**src/rtl/alarm_controller_if.sv**
```systemverilog
// alarm_controller_if: bundles the live time, user controls and alarm outputs
// of the alarm stage. The controller connects through the slave modport; the
// driver of time/controls (counter chain, UI, bench) uses the master modport.
interface alarm_controller_if;
    logic       tick_1hz;
    logic [5:0] count_sec;
    logic [5:0] count_min;
    logic [4:0] count_hour;
    logic       alarm_en;
    logic       alarm_set;
    logic [4:0] set_hour;
    logic [5:0] set_min;
    logic       stop;
    logic       snooze;
    logic [4:0] alarm_hour;
    logic [5:0] alarm_min;
    logic       ringing;
    logic       snoozing;
    logic       buzzer;
    logic       led_blink;

    modport master (
        output tick_1hz, count_sec, count_min, count_hour,
        output alarm_en, alarm_set, set_hour, set_min, stop, snooze,
        input  alarm_hour, alarm_min, ringing, snoozing, buzzer, led_blink
    );

    modport slave (
        input  tick_1hz, count_sec, count_min, count_hour,
        input  alarm_en, alarm_set, set_hour, set_min, stop, snooze,
        output alarm_hour, alarm_min, ringing, snoozing, buzzer, led_blink
    );
endinterface

```
**src/rtl/alarm_controller.sv**
```systemverilog
// alarm_controller: alarm stage fed by the HH:MM:SS counter chain. Stores an
// alarm time, rings (buzzer square wave + blinking LED) on a rising edge of
// the time match, and returns to ARMED on stop, timeout or a new alarm load.
// Optional feature macro: ALARM_SNOOZE_EN builds the SNOOZE state and its
// counters; without it the snooze input is ignored and snoozing is 0.
module alarm_controller #(
    parameter int RING_SECONDS   = 60,
    parameter int SNOOZE_SECONDS = 300,
    parameter int MAX_SNOOZE     = 3,
    parameter int BUZZ_HALF      = 25000
) (
    input logic               clk,
    input logic               rst_a_n,
    alarm_controller_if.slave bus
);
    localparam int RING_W = $clog2(RING_SECONDS + 1);
    localparam int BUZZ_W = $clog2(BUZZ_HALF + 1);
    localparam logic [RING_W-1:0] RING_LAST = RING_W'(RING_SECONDS - 1);
    localparam logic [BUZZ_W-1:0] BUZZ_LAST = BUZZ_W'(BUZZ_HALF - 1);

`ifdef ALARM_SNOOZE_EN
    localparam int SNZ_W  = $clog2(SNOOZE_SECONDS + 1);
    localparam int USED_W = $clog2(MAX_SNOOZE + 1);
    localparam logic [SNZ_W-1:0]  SNZ_LOAD = SNZ_W'(SNOOZE_SECONDS);
    localparam logic [USED_W-1:0] USED_MAX = USED_W'(MAX_SNOOZE);

    typedef enum logic [1:0] {ST_IDLE, ST_ARMED, ST_RINGING, ST_SNOOZE} state_t;
`else
    typedef enum logic [1:0] {ST_IDLE, ST_ARMED, ST_RINGING} state_t;
`endif

    state_t            r_state;
    logic [4:0]        r_alarm_hour;
    logic [5:0]        r_alarm_min;
    logic              r_eq_q;
    logic [RING_W-1:0] r_ring_cnt;
    logic [BUZZ_W-1:0] r_buzz_cnt;
    logic              r_ringing;
    logic              r_buzzer;
    logic              r_led;
`ifdef ALARM_SNOOZE_EN
    logic              r_snoozing;
    logic [SNZ_W-1:0]  r_snooze_cnt;
    logic [USED_W-1:0] r_snooze_used;
`endif

    logic w_set_valid;
    logic w_eq;
    logic w_hit;

    assign w_set_valid = (bus.set_hour <= 5'd23) && (bus.set_min <= 6'd59);
    assign w_eq        = (bus.count_hour == r_alarm_hour) &&
                         (bus.count_min  == r_alarm_min)  &&
                         (bus.count_sec  == 6'd0);
    // Rising edge only: sitting on the alarm time never re-triggers.
    assign w_hit       = w_eq && !r_eq_q;

    // Alarm time registers: load only in-range values, ignore the rest.
    // NOTE: state is written with non-blocking assignments so every register
    // samples the pre-edge values regardless of statement order.
    always_ff @(posedge clk or negedge rst_a_n) begin
        if (!rst_a_n) begin
            r_alarm_hour <= '0;
            r_alarm_min  <= '0;
        end else if (bus.alarm_set && w_set_valid) begin
            r_alarm_hour <= bus.set_hour;
            r_alarm_min  <= bus.set_min;
        end
    end

    // Match history, updated every cycle in every state. Resets to 1 so that
    // a clock already at the alarm time when released from reset cannot ring.
    always_ff @(posedge clk or negedge rst_a_n) begin
        if (!rst_a_n) begin
            r_eq_q <= 1'b1;
        end else begin
            r_eq_q <= w_eq;
        end
    end

    // Main FSM with registered outputs, ring/buzzer/snooze counters.
    always_ff @(posedge clk or negedge rst_a_n) begin
        if (!rst_a_n) begin
            r_state       <= ST_IDLE;
            r_ring_cnt    <= '0;
            r_buzz_cnt    <= '0;
            r_ringing     <= 1'b0;
            r_buzzer      <= 1'b0;
            r_led         <= 1'b0;
`ifdef ALARM_SNOOZE_EN
            r_snoozing    <= 1'b0;
            r_snooze_cnt  <= '0;
            r_snooze_used <= '0;
`endif
        end else if (!bus.alarm_en) begin
            r_state   <= ST_IDLE;
            r_ringing <= 1'b0;
            r_buzzer  <= 1'b0;
            r_led     <= 1'b0;
`ifdef ALARM_SNOOZE_EN
            r_snoozing <= 1'b0;
`endif
        end else begin
            case (r_state)
                ST_IDLE: begin
                    r_state <= ST_ARMED;
                end

                ST_ARMED: begin
                    if (w_hit) begin
                        r_state    <= ST_RINGING;
                        r_ringing  <= 1'b1;
                        r_ring_cnt <= '0;
                        r_buzz_cnt <= '0;
                        r_buzzer   <= 1'b1;
                        r_led      <= 1'b1;
`ifdef ALARM_SNOOZE_EN
                        r_snooze_used <= '0;
`endif
                    end
                end

                ST_RINGING: begin
                    if (bus.alarm_set || bus.stop) begin
                        // Stop also swallows a same-cycle tick.
                        r_state   <= ST_ARMED;
                        r_ringing <= 1'b0;
                        r_buzzer  <= 1'b0;
                        r_led     <= 1'b0;
`ifdef ALARM_SNOOZE_EN
                    end else if (bus.snooze && (r_snooze_used < USED_MAX)) begin
                        r_state       <= ST_SNOOZE;
                        r_ringing     <= 1'b0;
                        r_snoozing    <= 1'b1;
                        r_buzzer      <= 1'b0;
                        r_led         <= 1'b0;
                        r_snooze_cnt  <= SNZ_LOAD;
                        r_snooze_used <= r_snooze_used + 1'b1;
`endif
                    end else if (bus.tick_1hz && (r_ring_cnt == RING_LAST)) begin
                        r_state   <= ST_ARMED;
                        r_ringing <= 1'b0;
                        r_buzzer  <= 1'b0;
                        r_led     <= 1'b0;
                    end else begin
                        if (r_buzz_cnt == BUZZ_LAST) begin
                            r_buzz_cnt <= '0;
                            r_buzzer   <= ~r_buzzer;
                        end else begin
                            r_buzz_cnt <= r_buzz_cnt + 1'b1;
                        end
                        if (bus.tick_1hz) begin
                            r_ring_cnt <= r_ring_cnt + 1'b1;
                            r_led      <= ~r_led;
                        end
                    end
                end

`ifdef ALARM_SNOOZE_EN
                ST_SNOOZE: begin
                    if (bus.alarm_set || bus.stop) begin
                        r_state    <= ST_ARMED;
                        r_snoozing <= 1'b0;
                    end else if (bus.tick_1hz) begin
                        if (r_snooze_cnt == SNZ_W'(1)) begin
                            r_state    <= ST_RINGING;
                            r_snoozing <= 1'b0;
                            r_ringing  <= 1'b1;
                            r_ring_cnt <= '0;
                            r_buzz_cnt <= '0;
                            r_buzzer   <= 1'b1;
                            r_led      <= 1'b1;
                        end else begin
                            r_snooze_cnt <= r_snooze_cnt - 1'b1;
                        end
                    end
                end
`endif

                default: begin
                    r_state   <= ST_IDLE;
                    r_ringing <= 1'b0;
                    r_buzzer  <= 1'b0;
                    r_led     <= 1'b0;
                end
            endcase
        end
    end

    assign bus.alarm_hour = r_alarm_hour;
    assign bus.alarm_min  = r_alarm_min;
    assign bus.ringing    = r_ringing;
    assign bus.buzzer     = r_buzzer;
    assign bus.led_blink  = r_led;
`ifdef ALARM_SNOOZE_EN
    assign bus.snoozing   = r_snoozing;
`else
    assign bus.snoozing   = 1'b0;

    // Snooze input and snooze parameters have no function in this build.
    logic w_unused_snooze;
    assign w_unused_snooze = bus.snooze ^ (SNOOZE_SECONDS == 0) ^ (MAX_SNOOZE == 0);
`endif

endmodule

```
**src/flat_wrapper.sv**
```systemverilog
// flat-port wrapper written by rule: the top's interface ports become plain ports
module alarm_controller_flat 
#(
    parameter int RING_SECONDS   = 60,
    parameter int SNOOZE_SECONDS = 300,
    parameter int MAX_SNOOZE     = 3,
    parameter int BUZZ_HALF      = 25000
)
  (clk, rst_a_n, bus_tick_1hz, bus_count_sec, bus_count_min, bus_count_hour, bus_alarm_en, bus_alarm_set, bus_set_hour, bus_set_min, bus_stop, bus_snooze, bus_alarm_hour, bus_alarm_min, bus_ringing, bus_snoozing, bus_buzzer, bus_led_blink);
  alarm_controller_if bus_i ();
  input logic clk;
  input logic rst_a_n;
  input wire logic [$bits(bus_i.tick_1hz)-1:0] bus_tick_1hz;
  input wire logic [$bits(bus_i.count_sec)-1:0] bus_count_sec;
  input wire logic [$bits(bus_i.count_min)-1:0] bus_count_min;
  input wire logic [$bits(bus_i.count_hour)-1:0] bus_count_hour;
  input wire logic [$bits(bus_i.alarm_en)-1:0] bus_alarm_en;
  input wire logic [$bits(bus_i.alarm_set)-1:0] bus_alarm_set;
  input wire logic [$bits(bus_i.set_hour)-1:0] bus_set_hour;
  input wire logic [$bits(bus_i.set_min)-1:0] bus_set_min;
  input wire logic [$bits(bus_i.stop)-1:0] bus_stop;
  input wire logic [$bits(bus_i.snooze)-1:0] bus_snooze;
  output wire logic [$bits(bus_i.alarm_hour)-1:0] bus_alarm_hour;
  output wire logic [$bits(bus_i.alarm_min)-1:0] bus_alarm_min;
  output wire logic [$bits(bus_i.ringing)-1:0] bus_ringing;
  output wire logic [$bits(bus_i.snoozing)-1:0] bus_snoozing;
  output wire logic [$bits(bus_i.buzzer)-1:0] bus_buzzer;
  output wire logic [$bits(bus_i.led_blink)-1:0] bus_led_blink;
  assign bus_i.tick_1hz = bus_tick_1hz;
  assign bus_i.count_sec = bus_count_sec;
  assign bus_i.count_min = bus_count_min;
  assign bus_i.count_hour = bus_count_hour;
  assign bus_i.alarm_en = bus_alarm_en;
  assign bus_i.alarm_set = bus_alarm_set;
  assign bus_i.set_hour = bus_set_hour;
  assign bus_i.set_min = bus_set_min;
  assign bus_i.stop = bus_stop;
  assign bus_i.snooze = bus_snooze;
  assign bus_alarm_hour = bus_i.alarm_hour;
  assign bus_alarm_min = bus_i.alarm_min;
  assign bus_ringing = bus_i.ringing;
  assign bus_snoozing = bus_i.snoozing;
  assign bus_buzzer = bus_i.buzzer;
  assign bus_led_blink = bus_i.led_blink;
  alarm_controller #(.RING_SECONDS(RING_SECONDS), .SNOOZE_SECONDS(SNOOZE_SECONDS), .MAX_SNOOZE(MAX_SNOOZE), .BUZZ_HALF(BUZZ_HALF)) u_core (.clk(clk), .rst_a_n(rst_a_n), .bus(bus_i));
endmodule
```
**config.mk**
```make
export PLATFORM = sky130hd
export DESIGN_NAME = alarm_controller_flat
export DESIGN_NICKNAME = d
export VERILOG_FILES = /design/src/rtl/alarm_controller_if.sv /design/src/rtl/alarm_controller.sv /design/src/flat_wrapper.sv
export SDC_FILE = /design/constraint.sdc
export NUM_CORES = 1
export LEC_CHECK = 0
export BUFFER_PORTS_ARGS = -buffer_cell sky130_fd_sc_hd__buf_2
export CORE_MARGIN = 3
export CORE_UTILIZATION = 54
export CTS_CLUSTER_SIZE = 20
export DETAILED_ROUTE_END_ITERATION = 10
export GPL_ROUTABILITY_DRIVEN = 0
export PLACE_DENSITY = 0.8
export SYNTH_ARGS = -nofsm -noshare
export SYNTH_HDL_FRONTEND = slang
export SYNTH_SLANG_ARGS = --single-unit
```
**constraint.sdc**
```tcl
create_clock -name clk -period 2.6 [get_ports clk]
set_input_delay 0.26 -clock clk [delete_from_list [all_inputs] [get_ports clk]]
set_output_delay 0.26 -clock clk [all_outputs]
set_load 0.05 [all_outputs]
```
==> impl_results.md, run 1 <==
- Initial Utilization: 58.3%
- Clock Pin Slew Worst Setup and Hold Paths: 0.07 ns
- Top cells by area, synth: dfrtp_1 (42%), o31ai_1 (7.5%), mux2_2 (4.6%), xnor2_1 (4.3%), nor2_1 (3.6%)
- Routed Wire Length: 4760 µm
- Area Overhead vs Synth: 16.9%
- Critical path arrival: 2.44 ns
- Yosys top cell area share: 41.8%
- Clock Latency Late Sink: 0.29 ns
- Placed Cells: 316
- N_diodes: 0
- Count leader, synth: dfrtp_1
- First DRT Iteration DRCs: 166
- Routed vias: 1918
- Drt first pass iters: 4
- Cell internal pwr: 1.01 mW
- Via density: 5.92
- Design Area, Final: 2590 µm²
- Placed Area: 2480 µm²
- Core box area: 3800 µm²
- Critical path startpoint category: flop
- Largest net degree at the start of global routing: 39
- Sw frac: 29.3%
- Post-Syn Instances: 226
- Peak VDD IR: 386 µV
- Pwr Density: 549 nW/µm²
- Avg Cell Area, Syn: 9.80 µm²
- Cell taking the most area after synthesis: dfrtp_1
- Nets: 315
- CTS-repair resized insts: 0
- Overall power: 1.42 mW
- Global route total overflow: 0
- Final Max Slew Viols: 0
- Setup TNS: 0 ns
- Final period utilization: 86.5%
- Clk buf depth: 2
- CP Data Required Time: 2.79 ns
- Leakage: 1.15 nW
- Dpl hpwl: 3500 µm
- Clk_skew: 0.00785 ns
- Die area: 4910 µm²
- Slew HR: 45.3%
- Post-CTS Setup Repair Bufs: 0
- Post-Syn Area: 2220 µm²
- First-pass GRT wire length: 8310 µm
- Yosys reg bits: 38
- # fillers: 319
- Max-cap violation count: 0
- Hold WC Path Type: in2async
- Number of H-tree levels: 2
- Sequential area share after synthesis: 43.0%
- Vias in the first global route: 1834
- Final setup fails: 0
- WL/cell: 14.7 µm
- Fin crit period: 2.25 ns
- Psw: 416 µW
- Initial antenna violation count: 0
- Syn nets: 266
- EDFF count, synth: 0
- PortBufs: 47
- Share of power burned in registers: 45.3%
- Chip height: 70.1 µm
- RSZ-0062 raised after global routing: no
- FFs w/ async S/R, synth: 100%
- Antenna violation net count after detailed routing: 0
- Achievable clock frequency: 445 MHz
- WS Path Type: reg2reg
- Final Hold Viols: 0
- Hold Slack: 0.0615 ns
- Clock share of power: 33.9%
- Clock buffer count from CTS: 5
- CTS Sinks: 38
- Flop2flop setup slack: 0.35 ns
- Place WS: 0.347 ns
- Non-filler cells in the finished layout: 324
- Synth cell types: 49
- TritonCTS clock tree: yes
- Yosys warning count: 0
- Die Wd: 70.1 µm
- Detailed-route DRC error count: 0
- Ports: 50
- Logic pwr share: 20.8%
- Crit. End Element: flop
- Share of post-route cells with drive strength above 1: 27.2%
- Std cell rows: 22
- Synth cell count leaders: dfrtp_1 (37), o31ai_1 (22), nor2_1 (21)
- Root Buffer: clkbuf_8
- Worst Path Max Fanout: 21
- Sequential Area: 952 µm²
- Primary FF master, synth: dfrtp_1
- Global-route usage over all layers: 20.6%
- Hold buffer count at CTS: 0
- Outcome: completed
- Area occupied by multi-input gates: 1180 µm²
- Setup ws final: 0.351 ns
- Slew @ Worst Pin: 0.820 ns
- Core Util, Final: 68.2%
==> cell type report <==
class,instances,share of cell area (%)
Tap cell,48,2.32
Clock inverter,1,1.16
Sequential cell,38,36.8
Multi-Input combinational cell,173,45.7
Clock buffer,7,2.95
Timing Repair Buffer,51,10.2
Inverter,6,0.870
==> kinds of logic after synthesis <==
group / after synthesis / share of synthesized area, %
adder cells (fa/ha/maj): 5 / 2.82
flip-flops: 38 / 43.0
buffers and inverters: 15 / 3.61
AO/OA/AOI/OAI: 62 / 19.9
XOR/XNOR: 11 / 4.35
AND/OR/NAND/NOR: 85 / 21.6
multiplexers: 9 / 4.57
other: 1 / 0.169
==> cells in the final DEF, fill, tap and decap left out, types with 3 or more instances in the layout <==
master,Yosys,final
xnor2_1,11,11
mux2_2,9,9
nor4b_1,3,3
o211ai_1,3,3
o21ai_0,15,15
inv_1,6,6
buf_2,1,47
ha_1,5,5
buf_4,2,4
o31ai_1,22,22
clkbuf_8,0,5
and3_1,5,5
dfrtp_1,37,37
nand2_1,12,12
nor2_1,21,21
nand4_1,5,5
a21oi_1,4,4
nand2b_1,3,3
nand3_1,13,13
nor2b_1,4,4
==> worst paths after layout <==
check / start / endpoint / cells after the start
worst min-delay path: rst_a_n / u_core.bus.alarm_hour[4]$_DFFE_PN0P_ / 1
worst min register to register: u_core.r_buzz_cnt[14]$_DFFE_PN0P_ / u_core.r_buzz_cnt[14]$_DFFE_PN0P_ / 1
worst max register to register: u_core.bus.alarm_min[1]$_DFFE_PN0P_ / u_core.r_buzz_cnt[1]$_DFFE_PN0P_ / 7
worst max-delay path: u_core.bus.alarm_min[1]$_DFFE_PN0P_ / u_core.r_buzz_cnt[1]$_DFFE_PN0P_ / 7
max in group asynchronous: rst_a_n / u_core.r_buzz_cnt[0]$_DFFE_PN0P_ / 1
min in group clk: bus_set_min[0] / u_core.bus.alarm_min[0]$_DFFE_PN0P_ / 2
==> worst max-delay path: stages, from the launching register on <==
cell and delay, ns:
dfrtp_1 0.40, xnor2_1 0.16, nand4_1 0.19, nor4_4 0.38
a21boi_2 0.27, buf_4 0.26, or2_4 0.27, o31ai_1 0.23
==> registers in the layout, summed over array words and instances, names as in the netlist <==
register	count
u_core.r_buzz_cnt	15
u_core.bus.alarm_min	6
u_core.r_ring_cnt	6
u_core.bus.alarm_hour	5
u_core.r_state	2
u_core.bus.buzzer	1
u_core.bus.led_blink	1
u_core.bus.ringing	1
u_core.r_eq_q	1
==> power groups by stage <==
stage               Sequential (mW)  Clock, mW  Combinational (mW)
detailed placement            0.655          0               0.297
global placement              0.654          0               0.294
CTS                           0.644      0.503               0.298
floorplan                     0.743          0               0.125
finish                        0.643      0.482               0.295
global route                  0.649      0.526               0.318
==> per-layer routing <==
metal | wire length (µm) | up-vias | global-route usage [%] | share of wire [%]
li1 | - | 946 | - | -
met2 | 2380 | 48 | 33.4 | 50
met5 | 0 | - | 0 | 0
met1 | 2120 | 918 | 27.2 | 44
met4 | 48 | 0 | 6.38 | 1.0
met3 | 213 | 6 | 4.89 | 4.5
(Power assumes the default switching activity.)
==> run 2, diff against run 1 <==
--- a/config.mk
+++ b/config.mk
@@ -5,9 +5,10 @@
 export SDC_FILE = /design/constraint.sdc
 export NUM_CORES = 1
 export LEC_CHECK = 0
+export ABC_AREA = 1
 export BUFFER_PORTS_ARGS = -buffer_cell sky130_fd_sc_hd__buf_2
 export CORE_MARGIN = 3
-export CORE_UTILIZATION = 54
+export CORE_UTILIZATION = 55
 export CTS_CLUSTER_SIZE = 20
 export DETAILED_ROUTE_END_ITERATION = 10
 export GPL_ROUTABILITY_DRIVEN = 0
==> run 2 against run 1 <==
Design area grew 5.7%. Clock skew shrank 0.00097 ns. Register-to-register slack gained 0.40 ns. Sequential share of layout area shrank 2.0 points. Worst hold slack gained 0.015 ns. Synthesized area grew 8.4%. Critical path depth grew 2. Highest routed layer unchanged. Clock-buffer cell count grew 1. First-iteration DRC count shrank 34%. Die area grew 5.8%. Synthesized cell count grew 49%.
==> impl_results.md, run 2 <==
- Outcome: completed (unchanged)
- Critical path startpoint category: flop (unchanged)
- Max reg flops: 15 (unchanged)
- Logic pwr share: 30.6% (was 20.8%)
- Share of power burned in registers: 44.3% (was 45.3%)
- Final Hold Viols: 0 (unchanged)
- Dpl hpwl: 4000 µm (was 3500 µm)
- CTS Sinks: 38 (unchanged)
- Clk_skew: 0.00688 ns (was 0.00785 ns)
- Max-cap violation count: 0 (unchanged)
- Nets: 426 (was 315)
- Drt first pass iters: 4 (unchanged)
- First-pass GRT wire length: 9470 µm (was 8310 µm)
- Global route total overflow: 0 (unchanged)
- Biggest register: u_core.r_buzz_cnt (unchanged)
- Yosys reg bits: 38 (unchanged)
- Psw: 585 µW (was 416 µW)
- Top cells by area, synth: dfrtp_1 (39%), nand2_1 (16%), inv_1 (6.7%), nor2_1 (5.3%), nand3_1 (5.2%) (was dfrtp_1 (42%), o31ai_1 (7.5%), mux2_2 (4.6%), xnor2_1 (4.3%), nor2_1 (3.6%))
- Sw frac: 37.6% (was 29.3%)
- Cell taking the most area after synthesis: dfrtp_1 (unchanged)
- Final setup fails: 0 (unchanged)
- WL/cell: 12.3 µm (was 14.7 µm)
- Most common cell after layout, fill and taps aside: nand2_1 (was buf_2)
- Detailed-route DRC error count: 0 (unchanged)
- N_diodes: 0 (unchanged)
- Core box area: 4120 µm² (was 3800 µm²)
- Via density: 5.13 (was 5.92)
- Die Wd: 72.1 µm (was 70.1 µm)
- Global-route usage over all layers: 22.8% (was 20.6%)
- Clock Latency Late Sink: 0.28 ns (was 0.29 ns)
- Cell internal pwr: 969 µW (was 1.01 mW)
- Pwr Density: 568 nW/µm² (was 549 nW/µm²)
- Die area: 5190 µm² (was 4910 µm²)
- Initial antenna violation count: 0 (unchanged)
- Achievable clock frequency: 540 MHz (was 445 MHz)
- TritonCTS clock tree: yes (unchanged)
- Root Buffer: clkbuf_8 (unchanged)
- Peak VDD IR: 376 µV (was 386 µV)
- Yosys warning count: 0 (unchanged)
- CP Data Required Time: 2.77 ns (was 2.79 ns)
- WS Path Type: reg2reg (unchanged)
- First DRT Iteration DRCs: 110 (was 166)
- RSZ-0062 raised after global routing: no (unchanged)
- Count leader, synth: nand2_1 (was dfrtp_1)
- EDFF count, synth: 0 (unchanged)
- Commonest non-fill, non-tap cells in the layout: nand2_1 (100), buf_2 (47), inv_1 (43), dfrtp_1 (37), nor2_1 (34) (was buf_2 (47), dfrtp_1 (37), o31ai_1 (22), nor2_1 (21), o21ai_0 (15))
- Worst Path Max Fanout: 12 (was 21)
- Hold WC Path Type: in2async (unchanged)
- Post-Syn Area: 2400 µm² (was 2220 µm²)
- Clock share of power: 25.0% (was 33.9%)
- Area Overhead vs Synth: 14.0% (was 16.9%)
- Ports: 50 (unchanged)
- Largest stage delay on the critical path: 0.38 ns (was 0.40 ns)
- Chip height: 72.1 µm (was 70.1 µm)
- Clock buffer count from CTS: 5 (unchanged)
- Crit. End Element: flop (unchanged)
- Routed Wire Length: 5360 µm (was 4760 µm)
- Final Max Slew Viols: 0 (unchanged)
- Yosys top cell area share: 38.6% (was 41.8%)
- # fillers: 363 (was 319)
- Primary FF master, synth: dfrtp_1 (unchanged)
- Share of post-route cells with drive strength above 1: 20.4% (was 27.2%)
- Critical path arrival: 2.02 ns (was 2.44 ns)
- Vias in the first global route: 2219 (was 1834)
- Synth cell types: 37 (was 49)
- Slew @ Worst Pin: 0.850 ns (was 0.820 ns)
- Number of H-tree levels: 2 (unchanged)
- Syn nets: 377 (was 266)
- Slew HR: 43.3% (was 45.3%)
- Setup TNS: 0 ns (unchanged)
- Crit path buf inv count: 2 (was 1)
- Design Area, Final: 2740 µm² (was 2590 µm²)
- Clock Pin Slew Worst Setup and Hold Paths: 0.07 ns (about the same)
- Sequential area share after synthesis: 39.7% (was 43.0%)
- Slowest-stage cell, CP: dfrtp_1 (unchanged)
- CTS-repair resized insts: 0 (unchanged)
- Clk buf depth: 2 (unchanged)
- Final period utilization: 71.2% (was 86.5%)
- Routed vias: 2243 (was 1918)
- Post-Syn Instances: 337 (was 226)
- PortBufs: 47 (unchanged)
- Critical path, cell by cell: inv_1 > ha_1 > inv_1 > nor2_1 > or2_1 > nor2_1 > nand2_1 > nand2_1 > o21ai_1 (was xnor2_1 > nand4_1 > nor4_4 > a21boi_2 > buf_4 > or2_4 > o31ai_1)
- Antenna violation net count after detailed routing: 0 (unchanged)
- Largest net degree at the start of global routing: 39 (unchanged)
- FFs w/ async S/R, synth: 100% (unchanged)
- Std cell rows: 23 (was 22)
- Hold buffer count at CTS: 0 (unchanged)
- Post-CTS Setup Repair Bufs: 0 (unchanged)
- Leakage: 1.38 nW (was 1.15 nW)
- Synth cell count leaders: nand2_1 (100), inv_1 (43), dfrtp_1 (37) (was dfrtp_1 (37), o31ai_1 (22), nor2_1 (21))
- Placed Area: 2660 µm² (was 2480 µm²)
- Initial Utilization: 58.3% (about the same)
- Fin crit period: 1.85 ns (was 2.25 ns)
- Avg Cell Area, Syn: 7.12 µm² (was 9.80 µm²)
- Top delay family on crit path: simple AND/OR/NAND/NOR gates (unchanged)
## run 2: changes by cell type in the layout (fill, tap and decap cells not counted), moves of 5 or more
cell	previous run	this run
a21oi_1	4	12
and3_1	5	0
inv_1	6	43
mux2_2	9	2
nand2_1	12	100
nand3_1	13	25
nor2_1	21	34
o21ai_1	2	10
o21ai_2	0	5
o31ai_1	22	0
xnor2_1	11	2
## run 2: area by class of cell
cell class	instances	area [µm²]	area share [%]
Tap cell	50	62.6	2.29
Inverter	45	169	6.17
Sequential cell	38	952	34.8
Timing Repair Buffer	49	250	9.14
Clock buffer	8	80.1	2.93
Multi-Input combinational cell	247	1220	44.7
## run 2: worst paths after layout
| check | startpoint | end | slack [ns] | depth (start not counted) |
|---|---|---|---|---|
| setup / recovery | u_core.r_state[0]$_DFFE_PN0P_ | u_core.r_ring_cnt[2]$_DFFE_PN0P_ | 0.75 | 9 |
| hold / removal | rst_a_n | u_core.bus.alarm_min[1]$_DFFE_PN0P_ | 0.08 | 1 |
| setup reg to reg | u_core.r_state[0]$_DFFE_PN0P_ | u_core.r_ring_cnt[2]$_DFFE_PN0P_ | 0.75 | 9 |
| hold reg to reg | u_core.bus.ringing$_DFFE_PN0P_ | u_core.bus.ringing$_DFFE_PN0P_ | 0.49 | 2 |
| max in group asynchronous | rst_a_n | u_core.bus.alarm_hour[0]$_DFFE_PN0P_ | 1.98 | 1 |
| min in group clk | bus_set_min[0] | u_core.bus.alarm_min[0]$_DFFE_PN0P_ | 0.21 | 2 |
## run 2: routing by layer
| layer | vias to the layer above | share of wire, % | global-route usage [%] |
|---|---|---|---|
| met5 | - | 0 | 0 |
| met4 | 0 | 1.6 | 8.35 |
| met3 | 12 | 6.0 | 4.85 |
| met2 | 67 | 47 | 39.0 |
| met1 | 995 | 45 | 28.3 |
| li1 | 1169 | - | - |
## run 2: power groups by stage
stage	Combinational, mW	Clock (mW)	Sequential, mW
floorplan	0.250	0	0.808
global placement	0.461	0	0.696
detailed placement	0.476	0	0.699
CTS	0.479	0.395	0.688
global route	0.528	0.420	0.697
finish	0.476	0.389	0.689
## run 2: logic make-up after synthesis
logic type / after synthesis / synth area share [%]
adder cells (fa/ha/maj): 5 / 2.61
XOR/XNOR: 5 / 1.82
multiplexers: 2 / 0.938
AO/OA/AOI/OAI: 45 / 11.0
AND/OR/NAND/NOR: 189 / 34.3
buffers and inverters: 52 / 9.43
flip-flops: 38 / 39.7
other: 1 / 0.156
## run 2: through the flow
| stage | hold WS (ns) | setup slack [ns] | power [mW] | utilization (%) | instances |
|---|---|---|---|---|---|
| 6_report | 0.0765 | 0.749 | 1.55 | 66.5 | 437 |
| 5_1_grt | 0.145 | 0.574 | 1.65 | 66.5 | 437 |
| 4_1_cts | 0.113 | 0.758 | 1.56 | 66.5 | 437 |
| 3_5_place_dp | 0.418 | 0.777 | 1.18 | 64.5 | 429 |
| 3_3_place_gp | 0.408 | 0.820 | 1.16 | 64.5 | 429 |
| 2_1_floorplan | -0.0356 | 0.820 | 1.06 | - | 337 |
## run 2: worst reg2reg max path, stage by stage (launching register included)
cell and delay (ns):
dfrtp_1 0.38, inv_1 0.09, ha_1 0.23, inv_1 0.19, nor2_1 0.08, or2_1 0.21, nor2_1 0.10, nand2_1 0.24
nand2_1 0.14, o21ai_1 0.07
==> run 3, diff against run 2 <==
--- a/config.mk
+++ b/config.mk
@@ -8,11 +8,11 @@
 export ABC_AREA = 1
 export BUFFER_PORTS_ARGS = -buffer_cell sky130_fd_sc_hd__buf_2
 export CORE_MARGIN = 3
-export CORE_UTILIZATION = 55
+export CORE_UTILIZATION = 49
 export CTS_CLUSTER_SIZE = 20
 export DETAILED_ROUTE_END_ITERATION = 10
 export GPL_ROUTABILITY_DRIVEN = 0
-export PLACE_DENSITY = 0.8
+export PLACE_DENSITY = 0.76
 export SYNTH_ARGS = -nofsm -noshare
 export SYNTH_HDL_FRONTEND = slang
 export SYNTH_SLANG_ARGS = --single-unit
==> constraint.sdc (replaced) <==
create_clock -name clk -period 1.5 [get_ports clk]
set_input_delay 0.15 -clock clk [delete_from_list [all_inputs] [get_ports clk]]
set_output_delay 0.15 -clock clk [all_outputs]
set_load 0.05 [all_outputs]
==> run 3 against run 2 <==
The run now ends with negative setup slack left. Largest cell class unchanged. Worst hold slack improved by 0.0041 ns. Sequential share of layout area decreased by 7.2 points. Cell count increased by 15%. Die area increased by 11%. Setup slack got worse by 0.90 ns. Non-clock buffer count increased by 51. Wire length increased by 28%. Utilization increased by 11 points. Combinational power increased to 3.0 times the previous value. Critical path depth decreased by 1. Global-route usage decreased by 0.10 points.
==> impl_results.md, run 3 (synthesis gave the netlist of run 2 again) <==
- Critical path arrival: 1.83 ns (was 2.02 ns)
- Number of H-tree levels: 2 (unchanged)
- Logic pwr share: 42.1% (was 30.6%)
- Final Hold Viols: 0 (unchanged)
- Cell internal pwr: 2.08 mW (was 969 µW)
- Clk_skew: 0.00721 ns (was 0.00688 ns)
- Ports: 50 (unchanged)
- Clock buffer count from CTS: 5 (unchanged)
- Share of power burned in registers: 35.5% (was 44.3%)
- Max-cap violation count: 0 (unchanged)
- Outcome: finished, violations left (was completed)
- Area Overhead vs Synth: 45.6% (was 14.0%)
- Biggest register: u_core.r_buzz_cnt (unchanged)
- Pwr Density: 965 nW/µm² (was 568 nW/µm²)
- WL/cell: 13.6 µm (was 12.3 µm)
- Setup ws final: -0.148 ns (was 0.749 ns)
- Crit path buf inv count: 1 (was 2)
- Largest net degree at the start of global routing: 23 (was 39)
- First-pass GRT wire length: 10800 µm (was 9470 µm)
- Core box area: 4530 µm² (was 4120 µm²)
- Final setup fails: 22 (was 0)
- PortBufs: 47 (unchanged)
- First DRT Iteration DRCs: 200 (was 110)
- TritonCTS clock tree: yes (unchanged)
- Clock Latency Late Sink: 0.30 ns (was 0.28 ns)
- Slowest-stage cell, CP: dfrtp_1 (unchanged)
- Peak VDD IR: 702 µV (was 376 µV)
- Clock Pin Slew Worst Setup and Hold Paths: 0.07 ns (about the same)
- Worst Path Max Fanout: 6 (was 12)
- Worst R2R End: u_core.r_ring_cnt[3]$_DFFE_PN0P_ (was u_core.r_ring_cnt[2]$_DFFE_PN0P_)
- RSZ-0062 raised after global routing: yes (was no)
- Vias in the first global route: 2468 (was 2219)
- Most used routing layer in global routing: met2 (unchanged)
- Commonest non-fill, non-tap cells in the layout: nand2_1 (76), buf_2 (47), buf_4 (43), inv_1 (30), nor2_1 (28) (was nand2_1 (100), buf_2 (47), inv_1 (43), dfrtp_1 (37), nor2_1 (34))
- Slew @ Worst Pin: 0.501 ns (was 0.850 ns)
- Area occupied by multi-input gates: 1460 µm² (was 1220 µm²)
- Routed vias: 2591 (was 2243)
- Antenna violation net count after detailed routing: 0 (unchanged)
- N_diodes: 0 (unchanged)
- Setup TNS: -1.79 ns (was 0 ns)
- Overall power: 3.38 mW (was 1.55 mW)
- Global route total overflow: 0 (unchanged)
- Achievable clock frequency: 607 MHz (was 540 MHz)
- Worst r2r src: u_core.r_state[1]$_DFFE_PN0P_ (was u_core.r_state[0]$_DFFE_PN0P_)
- Drt first pass iters: 4 (unchanged)
- Met1 global-route usage: 27.6% (was 28.3%)
- Most common cell after layout, fill and taps aside: nand2_1 (unchanged)
- Critical path startpoint category: flop (unchanged)
- Hold Path Sink: u_core.bus.alarm_hour[0]$_DFFE_PN0P_
- Die Wd: 76 µm (was 72.1 µm)
- Largest stage delay on the critical path: 0.40 ns (was 0.38 ns)
- Detailed-route DRC error count: 0 (unchanged)
- Slew HR: 66.6% (was 43.3%)
- CTS Sinks: 38 (unchanged)
- Initial Utilization: 53.0% (was 58.3%)
- Flop2flop setup slack: -0.15 ns (was 0.75 ns)
- Fin crit period: 1.65 ns (was 1.85 ns)
- Critical path, cell by cell: inv_2 > ha_1 > nand2_1 > or2_1 > nor2_4 > nand2_4 > nand2_1 > o21ai_1 (was inv_1 > ha_1 > inv_1 > nor2_1 > or2_1 > nor2_1 > nand2_1 > nand2_1 > o21ai_1)
- Hold WC Path Type: in2reg (was in2async)
- WS Path Type: reg2reg (unchanged)
- Dpl hpwl: 4490 µm (was 4000 µm)
- # fillers: 328 (was 363)
- Nets: 478 (was 426)
- Place WS: -0.195 ns (was 0.777 ns)
- CP Data Required Time: 1.69 ns (was 2.77 ns)
- Root Buffer: clkbuf_8 (unchanged)
- Die area: 5780 µm² (was 5190 µm²)
- Grt met2 use: 41.5% (was 39.0%)
- Initial antenna violation count: 0 (unchanged)
- Global-route met3 utilization: 4.37% (was 4.85%)
- Reg2Reg Depth: 8 (was 9)
- Share of post-route cells with drive strength above 1: 45.8% (was 20.4%)
- Top delay family on crit path: simple AND/OR/NAND/NOR gates (unchanged)
- Final period utilization: 110% (was 71.2%)
- Hold depth: 2
- Max reg flops: 15 (unchanged)
- Leakage: 1.69 nW (was 1.38 nW)
- CP most frequent cell: nand2_1
- Chip height: 76 µm (was 72.1 µm)
- Clk buf depth: 2 (unchanged)
- Clock share of power: 22.4% (was 25.0%)
- Std cell rows: 24 (was 23)
- Sequential Area: 966 µm² (was 952 µm²)
- Failing checks: negative setup slack
- Global-route usage over all layers: 22.7% (was 22.8%)
- Via density: 5.14 (was 5.13)
- Sw frac: 38.4% (was 37.6%)
- HP Start: bus_set_hour[0]
- Final Max Slew Viols: 0 (unchanged)
- Psw: 1.30 mW (was 585 µW)
- Crit. End Element: flop (unchanged)
- Routed Wire Length: 6840 µm (was 5360 µm)
[run 3: changes by cell type in the layout (fill, tap and decap cells not counted), moves of 8 or more]
cell	before	now
inv_1	43	30
nand2_1	100	76
buf_4	2	43
dfrtp_1	37	26
inv_2	2	15
nand2_2	2	17
nand2_4	0	8
o21ai_0	11	3
dfrtp_2	0	11
[run 3: power by group through the flow]
stage	logic [mW]	registers, mW	clock network [mW]
after floorplan	0.452	1.41	0
after global placement	0.994	1.21	0
after detailed placement	1.02	1.21	0
after CTS	1.20	1.20	0.761
after global routing	1.52	1.21	0.804
final	1.42	1.20	0.757
[run 3: stage by stage]
| step | hold WS [ns] | cell area (µm²) | std cells | utilization, % |
|---|---|---|---|---|
| 3_5_place_dp | 0.140 | 2990 | 482 | 66.0 |
| 3_3_place_gp | 0.138 | 2990 | 482 | 66.0 |
| 2_1_floorplan | -0.146 | 2430 | 337 | - |
| 5_1_grt | 0.0919 | 3500 | 504 | 77.1 |
| 6_report | 0.0806 | 3500 | 504 | 77.1 |
| 4_1_cts | 0.0902 | 3260 | 500 | 71.8 |
[run 3: cell type report]
cell class | instances | area share, %
clock buffers | 7 | 2.47
multi-input cells | 248 | 41.9
flip-flops and latches | 38 | 27.6
clock inverters | 1 | 0.143
repair buffers | 100 | 20.8
well taps | 65 | 2.33
inverters | 45 | 4.83
[run 3: worst max path at each step]
stage | from | to | cells past startpoint
6_report | u_core.r_state[1]$_DFFE_PN0P_ | u_core.r_ring_cnt[3]$_DFFE_PN0P_ | 8
3_5_place_dp | u_core.r_state[1]$_DFFE_PN0P_ | u_core.r_ring_cnt[1]$_DFFE_PN0P_ | 8
3_3_place_gp | u_core.r_state[1]$_DFFE_PN0P_ | u_core.r_ring_cnt[1]$_DFFE_PN0P_ | 8
5_1_grt | u_core.r_state[1]$_DFFE_PN0P_ | u_core.r_ring_cnt[3]$_DFFE_PN0P_ | 8
4_1_cts | u_core.bus.alarm_hour[3]$_DFFE_PN0P_ | u_core.r_ring_cnt[4]$_DFFE_PN0P_ | 12
2_1_floorplan | u_core.bus.alarm_hour[1]$_DFFE_PN0P_ | u_core.r_buzz_cnt[10]$_DFFE_PN0P_ | 13
[run 3: repair_timing]
action	CTS	global route
buffers inserted	7	7
setup endpoints to repair	24	27
cloned	2	2
hold endpoints to repair	19	0
hold buffers	1	0
pin swaps	11	26
gates resized for setup	30	52
[run 3: metal layers]
layer,vias to the layer above,part of all wire (%),routed length (µm)
met4,0,2.1,143
met5,-,0,0
met2,63,52,3560
met3,17,4.4,301
met1,1221,41,2840
li1,1290,-,-
